### config.mk
export PLATFORM = sky130hd
export DESIGN_NAME = rs_latch_seq_ctrl_flat
export DESIGN_NICKNAME = d
export VERILOG_FILES = /design/src/rtl/rs_latch_seq_ctrl_if.sv /design/src/rtl/rs_latch_seq_ctrl.sv /design/src/flat_wrapper.sv
export SDC_FILE = /design/constraint.sdc
export NUM_CORES = 1
export LEC_CHECK = 0
export BUFFER_PORTS_ARGS = -buffer_cell sky130_fd_sc_hd__buf_2
export CORE_MARGIN = 10
export CORE_UTILIZATION = 60
export DETAILED_ROUTE_END_ITERATION = 10
export PLACE_DENSITY_LB_ADDON = 0.15
export SLEW_MARGIN = 20
export SYNTH_ARGS = -nofsm -noshare
export SYNTH_HDL_FRONTEND = slang
export SYNTH_SLANG_ARGS = --single-unit
### constraint.sdc
create_clock -name clk -period 3.3 [get_ports clk]
set_clock_uncertainty 0.15 [all_clocks]
set_input_delay 0.33 -clock clk [delete_from_list [all_inputs] [get_ports clk]]
set_output_delay 0.33 -clock clk [all_outputs]
set_load 0.03 [all_outputs]
### src/rtl/rs_latch_seq_ctrl_if.sv
// Latch-side bus between the sequencer and the NAND R-S latch.
//   rs_rn, rs_sn : active-low /R and /S drive toward the latch
//   q_in, qn_in  : latch Q and /Q returned to the sequencer (asynchronous)
// master = sequencer side, slave = latch side.
interface rs_latch_seq_ctrl_if;
  logic rs_rn;
  logic rs_sn;
  logic q_in;
  logic qn_in;

  modport master (output rs_rn, rs_sn, input  q_in, qn_in);
  modport slave  (input  rs_rn, rs_sn, output q_in, qn_in);
endinterface

### src/rtl/rs_latch_seq_ctrl.sv
// Sequencer and self-checker for an active-low NAND R-S latch.
// Walks /R,/S through a fixed 6-step table, samples Q and /Q after a settle
// window, counts mismatches and reports status on the LEDs.
// Ports:
//   clk      system clock
//   rst      synchronous reset, active-high
//   sw_pin   [0] run, [1] mode (0 auto, 1 manual), [2] loop, [7:3] unused
//   btn_pin  raw step button (manual mode)
//   lat      latch bus: rs_rn/rs_sn drive, q_in/qn_in sense
//   led_pin  [2:0] idx, [3] busy, [4] done, [5] pass, [6] err sticky,
//            [7] last-check mismatch, [15:8] error count
module rs_latch_seq_ctrl #(
  parameter int TICK_DIV   = 50_000_000,
  parameter int SETTLE_CYC = 4,
  parameter int DEB_CYC    = 1_000_000
) (
  input  logic                       clk,
  input  logic                       rst,
  input  logic [7:0]                 sw_pin,
  input  logic                       btn_pin,
  rs_latch_seq_ctrl_if.master        lat,
  output logic [15:0]                led_pin
);

  localparam int CNT_MAX = (TICK_DIV > SETTLE_CYC) ? TICK_DIV : SETTLE_CYC;
  localparam int CW      = $clog2(CNT_MAX + 1);
  localparam int DW      = $clog2(DEB_CYC + 1);

  typedef enum logic [2:0] {S_IDLE, S_APPLY, S_SETTLE, S_CHECK, S_WAIT, S_DONE} state_t;

  // {/R, /S, expected Q}; no entry drives /R=/S=0
  function automatic logic [2:0] step_tab(input logic [2:0] i);
    case (i)
      3'd0:    step_tab = 3'b010;
      3'd1:    step_tab = 3'b110;
      3'd2:    step_tab = 3'b101;
      3'd3:    step_tab = 3'b111;
      3'd4:    step_tab = 3'b010;
      default: step_tab = 3'b110;
    endcase
  endfunction

  logic unused_sw;
  assign unused_sw = ^sw_pin[7:3];

  // ---- input synchronizers ----
  logic [2:0] sw_m_q, sw_s_q;
  logic       q_m_q, q_s_q, qn_m_q, qn_s_q, btn_m_q, btn_s_q;

  always_ff @(posedge clk) begin
    if (rst) begin
      sw_m_q <= '0; sw_s_q <= '0;
      q_m_q <= 1'b0; q_s_q <= 1'b0; qn_m_q <= 1'b0; qn_s_q <= 1'b0;
      btn_m_q <= 1'b0; btn_s_q <= 1'b0;
    end else begin
      sw_m_q <= sw_pin[2:0]; sw_s_q <= sw_m_q;
      q_m_q <= lat.q_in;     q_s_q  <= q_m_q;
      qn_m_q <= lat.qn_in;   qn_s_q <= qn_m_q;
      btn_m_q <= btn_pin;    btn_s_q <= btn_m_q;
    end
  end

  // ---- debouncer: accept a new level only after DEB_CYC consecutive cycles ----
  logic [DW-1:0] dcnt_q;
  logic          deb_q, deb_prev_q, step_pls;

  always_ff @(posedge clk) begin
    if (rst) begin
      dcnt_q <= '0; deb_q <= 1'b0; deb_prev_q <= 1'b0;
    end else begin
      deb_prev_q <= deb_q;
      if (btn_s_q == deb_q) begin
        dcnt_q <= '0;
      end else if (dcnt_q == DW'(DEB_CYC - 1)) begin
        deb_q  <= btn_s_q;
        dcnt_q <= '0;
      end else begin
        dcnt_q <= dcnt_q + 1'b1;
      end
    end
  end

  assign step_pls = deb_q & ~deb_prev_q;

  // ---- sequencer FSM ----
  state_t        state_q, state_d;
  logic [2:0]    idx_q, idx_d;
  logic [CW-1:0] cnt_q, cnt_d;
  logic [7:0]    err_q, err_d;
  logic          sticky_q, sticky_d, mis_q, mis_d, done_q, done_d, pass_q, pass_d;
  logic          rn_q, rn_d, sn_q, sn_d, mode_q, mode_d, run_prev_q;
  logic          run_rise, busy, mismatch, leave;
  logic [2:0]    tab;

  assign tab      = step_tab(idx_q);
  assign run_rise = sw_s_q[0] & ~run_prev_q;
  assign busy     = (state_q == S_APPLY) || (state_q == S_SETTLE) ||
                    (state_q == S_CHECK) || (state_q == S_WAIT);
  assign mismatch = (q_s_q != tab[0]) | (qn_s_q != ~q_s_q);
  assign leave    = mode_q ? step_pls : (cnt_q == CW'(TICK_DIV - 1));

  always_ff @(posedge clk) begin
    if (rst) begin
      state_q <= S_IDLE; idx_q <= '0; cnt_q <= '0; err_q <= '0;
      sticky_q <= 1'b0; mis_q <= 1'b0; done_q <= 1'b0; pass_q <= 1'b0;
      rn_q <= 1'b1; sn_q <= 1'b1; mode_q <= 1'b0; run_prev_q <= 1'b0;
    end else begin
      state_q <= state_d; idx_q <= idx_d; cnt_q <= cnt_d; err_q <= err_d;
      sticky_q <= sticky_d; mis_q <= mis_d; done_q <= done_d; pass_q <= pass_d;
      rn_q <= rn_d; sn_q <= sn_d; mode_q <= mode_d; run_prev_q <= sw_s_q[0];
    end
  end

  always_comb begin
    state_d = state_q; idx_d = idx_q; cnt_d = cnt_q; err_d = err_q;
    sticky_d = sticky_q; mis_d = mis_q; done_d = done_q; pass_d = pass_q;
    rn_d = rn_q; sn_d = sn_q; mode_d = mode_q;
    case (state_q)
      S_IDLE: if (run_rise) begin
        err_d = '0; sticky_d = 1'b0; mis_d = 1'b0; done_d = 1'b0; pass_d = 1'b0;
        idx_d = '0; state_d = S_APPLY;
      end
      S_APPLY: begin
        {rn_d, sn_d} = tab[2:1];
        cnt_d = '0; state_d = S_SETTLE;
      end
      S_SETTLE: begin
        if (cnt_q == CW'(SETTLE_CYC - 1)) begin
          cnt_d = '0; state_d = S_CHECK;
        end else begin
          cnt_d = cnt_q + 1'b1;
        end
      end
      S_CHECK: begin
        mis_d = mismatch;
        if (mismatch) begin
          sticky_d = 1'b1;
          if (err_q != 8'hFF) err_d = err_q + 8'd1;
        end
        // mode is latched here so a mid-run switch lands on the next WAIT
        mode_d = sw_s_q[1]; cnt_d = '0; state_d = S_WAIT;
      end
      S_WAIT: begin
        if (!leave) begin
          cnt_d = cnt_q + 1'b1;
        end else if (idx_q != 3'd5) begin
          idx_d = idx_q + 3'd1; state_d = S_APPLY;
        end else if (sw_s_q[2]) begin
          idx_d = '0; state_d = S_APPLY;
        end else begin
          done_d = 1'b1; pass_d = (err_q == 8'd0); state_d = S_DONE;
        end
      end
      S_DONE: if (!sw_s_q[0]) state_d = S_IDLE;
      default: state_d = S_IDLE;
    endcase
    // abort keeps idx/status for inspection
    if (busy && !sw_s_q[0]) begin
      state_d = S_IDLE; idx_d = idx_q; done_d = done_q; pass_d = pass_q;
    end
    if (state_d == S_IDLE || state_d == S_DONE) begin
      rn_d = 1'b1; sn_d = 1'b1;
    end
  end

  assign lat.rs_rn = rn_q;
  assign lat.rs_sn = sn_q;
  assign led_pin   = {err_q, mis_q, sticky_q, pass_q, done_q, busy, idx_q};

endmodule

### src/flat_wrapper.sv
// flat-port wrapper written by rule: the top's interface ports become plain ports
module rs_latch_seq_ctrl_flat 
#(
  parameter int TICK_DIV   = 50_000_000,
  parameter int SETTLE_CYC = 4,
  parameter int DEB_CYC    = 1_000_000
)
  (clk, rst, sw_pin, btn_pin, led_pin, lat_rs_rn, lat_rs_sn, lat_q_in, lat_qn_in);
  rs_latch_seq_ctrl_if lat_i ();
  input  logic clk;
  input  logic rst;
  input  logic [7:0] sw_pin;
  input  logic btn_pin;
  output logic [15:0] led_pin;
  output wire logic [$bits(lat_i.rs_rn)-1:0] lat_rs_rn;
  output wire logic [$bits(lat_i.rs_sn)-1:0] lat_rs_sn;
  input wire logic [$bits(lat_i.q_in)-1:0] lat_q_in;
  input wire logic [$bits(lat_i.qn_in)-1:0] lat_qn_in;
  assign lat_rs_rn = lat_i.rs_rn;
  assign lat_rs_sn = lat_i.rs_sn;
  assign lat_i.q_in = lat_q_in;
  assign lat_i.qn_in = lat_qn_in;
  rs_latch_seq_ctrl #(.TICK_DIV(TICK_DIV), .SETTLE_CYC(SETTLE_CYC), .DEB_CYC(DEB_CYC)) u_core (.clk(clk), .rst(rst), .sw_pin(sw_pin), .btn_pin(btn_pin), .lat(lat_i), .led_pin(led_pin));
endmodule
==> results.ini <==
[cts]
ctsHtreeMaxLevel=3
cts.clk_slew.worst_paths_ns=0.08
clkSinkCount=82
post_cts_resize_count=0
tritoncts=built
root_buffer=clkbuf_8
hold_buffers=0
cts_max_path_buffers=2
cts_buffers=9
clock_latency_ns=0.34
post-cts-setup-buffer-count=0

[detailed_routing]
wl_mm=7.92
wl_met2_mm=3.96
remaining_drc_errors=0
vias=3159
viasPerCell=5.70
wl_per_cell_microns=14.3
drtIter0Drc=171
drtPass1Iterations=4
wl_met1_mm=3.51
wl_met3_microns=345
postRouteAntennaNets=0
topRoutingLayerUsed=met4

[sta]
rsz0062_at_grt=false
min_period_ns=2.54
fmax_mhz=394
finalCritPeriodShare_pct=76.9
finalHoldViolCount=0
worstMarginPinSlew_ns=0.808
setup_tns_ns=0
setup_ws_ns=0.761
drv_slew=0
finalSetupViolCount=0
slew_headroom_pct=46.0

[grt]
antenna_found_initial=0
grt_pass1_wl_mm=13.7
grt_max_degree=29
grt_pass1_vias=3022
grt_overflow=0
grtUsageTotal_pct=15.9

[die]
die_w_microns=101
coreArea_sq_um=6350
rows=29
die_area_sq_um=10100
io_pins=31
die_height_microns=101
start_util_pct=61.5

[placed_design]
place_congestion=0.806
io_buffer_count=25
place_ws_ns=0.814
dpl.hpwl_mm=5.61

[final_layout]
multi_input_area_sq_um=2090
drive_above_1_share_pct=11.1
post-route-util_pct=66.4
n_fill_cell=551
regArea_sq_um=1640
final_common_cell=dfxtp_1
layout_common_cells=82 x dfxtp_1, 72 x nor2_1, 35 x xnor2_1, 34 x nand2_1, 28 x nand3_1
antenna_cells=0
finalNetCount=491
area_growth_syn_to_layout_pct=8.05

[worst_setup_path]
slowest_stage=or4_1
cp_cell_sequence=ha_1 -> and2_1 -> nand3_2 -> o211ai_4 -> a211o_1 -> or4_1 -> a21oi_1
worstPathArrival_ns=2.66
worst-path-max-fanout=19
crit_required_ns=3.42
start_kind=flop
end_kind=flop
crit_type=flop to flop
max_stage_delay_ns=0.52

[power]
p_leak_uw=0.00153
power.density_nw_per_um2=417
irDropWorstVdd_mv=0.266

[logic_synthesis]
yosys_warnings=0
synthAdderAreaFrac_pct=1.60
async_reset_ff_share_pct=0
synth_simple_gate_area_share_pct=30.8
synth_edf_count=0
synth-seq-cells=82
synth_area_sq_um=3900
avgSynthCellArea_sq_um=8.56
syn-instance-count=456
yosysUniqueCellTypes=56
ys_seq_area_share_pct=42.1
synth_top_family_by_area=simple AND/OR/NAND/NOR gates
synthXorXnorAreaFrac_pct=10.8
synth-compound-area-share_pct=9.87
synth_mux_area_share_pct=0.545
synth-main-ff-cell=dfxtp_1
syn_nets=474

[hold_path]
hold_path.class=input pin to flop

[run]
drv_cap=0

[status]
run_status=completed

==> path summary, 6_finish.rpt <==
path                                startpoint                            end  slack, ns  cells after the start
setup / recovery  u_core.cnt_q[0]$_SDFFE_PP0P_  u_core.cnt_q[25]$_SDFFE_PP0P_       0.76                      7
hold / removal                         btn_pin      u_core.btn_m_q$_SDFF_PP0_       0.04                      2
setup reg to reg  u_core.cnt_q[0]$_SDFFE_PP0P_  u_core.cnt_q[25]$_SDFFE_PP0P_       0.76                      7
hold reg to reg    u_core.sw_m_q[0]$_SDFF_PP0_    u_core.sw_s_q[0]$_SDFF_PP0_       0.29                      1
==> metal layers <==
metal / vias up / GRT usage [%]
met5: - / 0
li1: 1612 / -
met1: 1485 / 19.5
met4: 0 / 5.98
met3: 10 / 3.09
met2: 52 / 26.9
==> area by class of cell <==
type | count | share of cell area, %
inverter | 14 | 1.25
tap | 77 | 2.28
timing repair buffer | 27 | 3.32
multi-input combinational | 339 | 49.6
clock buffer | 11 | 3.35
sequential | 82 | 38.9
clock inverter | 4 | 1.25
==> synth_stat cells, drive strengths merged (3+ instances only) <==
cell type	n	area (sq um)
nand2	34	128
or3b	3	26.3
nor2b	19	119
nor2	73	290
nor4	9	56.3
nand4	13	103
and2	3	20.0
a2111oi	6	52.6
o211ai	3	36.3
and4	4	35.0
a211oi	4	30.0
a211o	3	26.3
dfxtp	82	1640
o21ai	9	45.0
inv	14	52.6
nor3	9	56.3
clkbuf	11	41.3
nand3	30	160
and3	5	31.3
nor4b	3	26.3
or3	5	31.3
xnor2	35	307
xor2	13	114
buf	10	75.1
a21oi	21	105
ha	5	62.6
nand2b	7	43.8
==> where the power goes <==
| part | switching [uW] | internal [uW] |
|---|---|---|
| clock network | 345 | 368 |
| registers | 5.90 | 997 |
| logic | 28.3 | 15.7 |
==> worst max-delay path: cells and delay by family, from the launching register on <==
kind | cells | cell delay, ns
and+or+nand+nor | 3 | 0.85
AOI/OAI and AO/OA | 3 | 0.78
DFF | 1 | 0.39
adders and majority gates | 1 | 0.29
==> kinds of logic (layout without fill, tap and decap cells) <==
kind of cell	after synthesis	in the layout
flops	82	82
simple gates	226	226
xor+xnor	48	48
mux	2	2
buf+inv	35	56
fa+ha+maj	5	5
compound gates	58	58
==> per-stage QoR <==
stage                     instance area (sq um)  power, uW  std cells  hold slack [ns]
after global routing                       4220       1820        554           0.0395
after global placement                     4020       1070        539            0.270
after CTS                                  4220       1780        554           0.0253
after detailed placement                   4020       1070        539            0.278
final                                      4220       1760        554           0.0363
after floorplan                            3900       1060        456            0.264
==> registers in the layout, summed over array words and instances, names as in the netlist, 3 cells and up <==
| register | count |
|---|---|
| u_core.idx_q | 3 |
| u_core.state_q | 3 |
| u_core.sw_m_q | 3 |
| u_core.err_q | 8 |
| u_core.sw_s_q | 3 |
| u_core.cnt_q | 26 |
| u_core.dcnt_q | 20 |
Note: power is estimated with default switching activity, not from simulation.
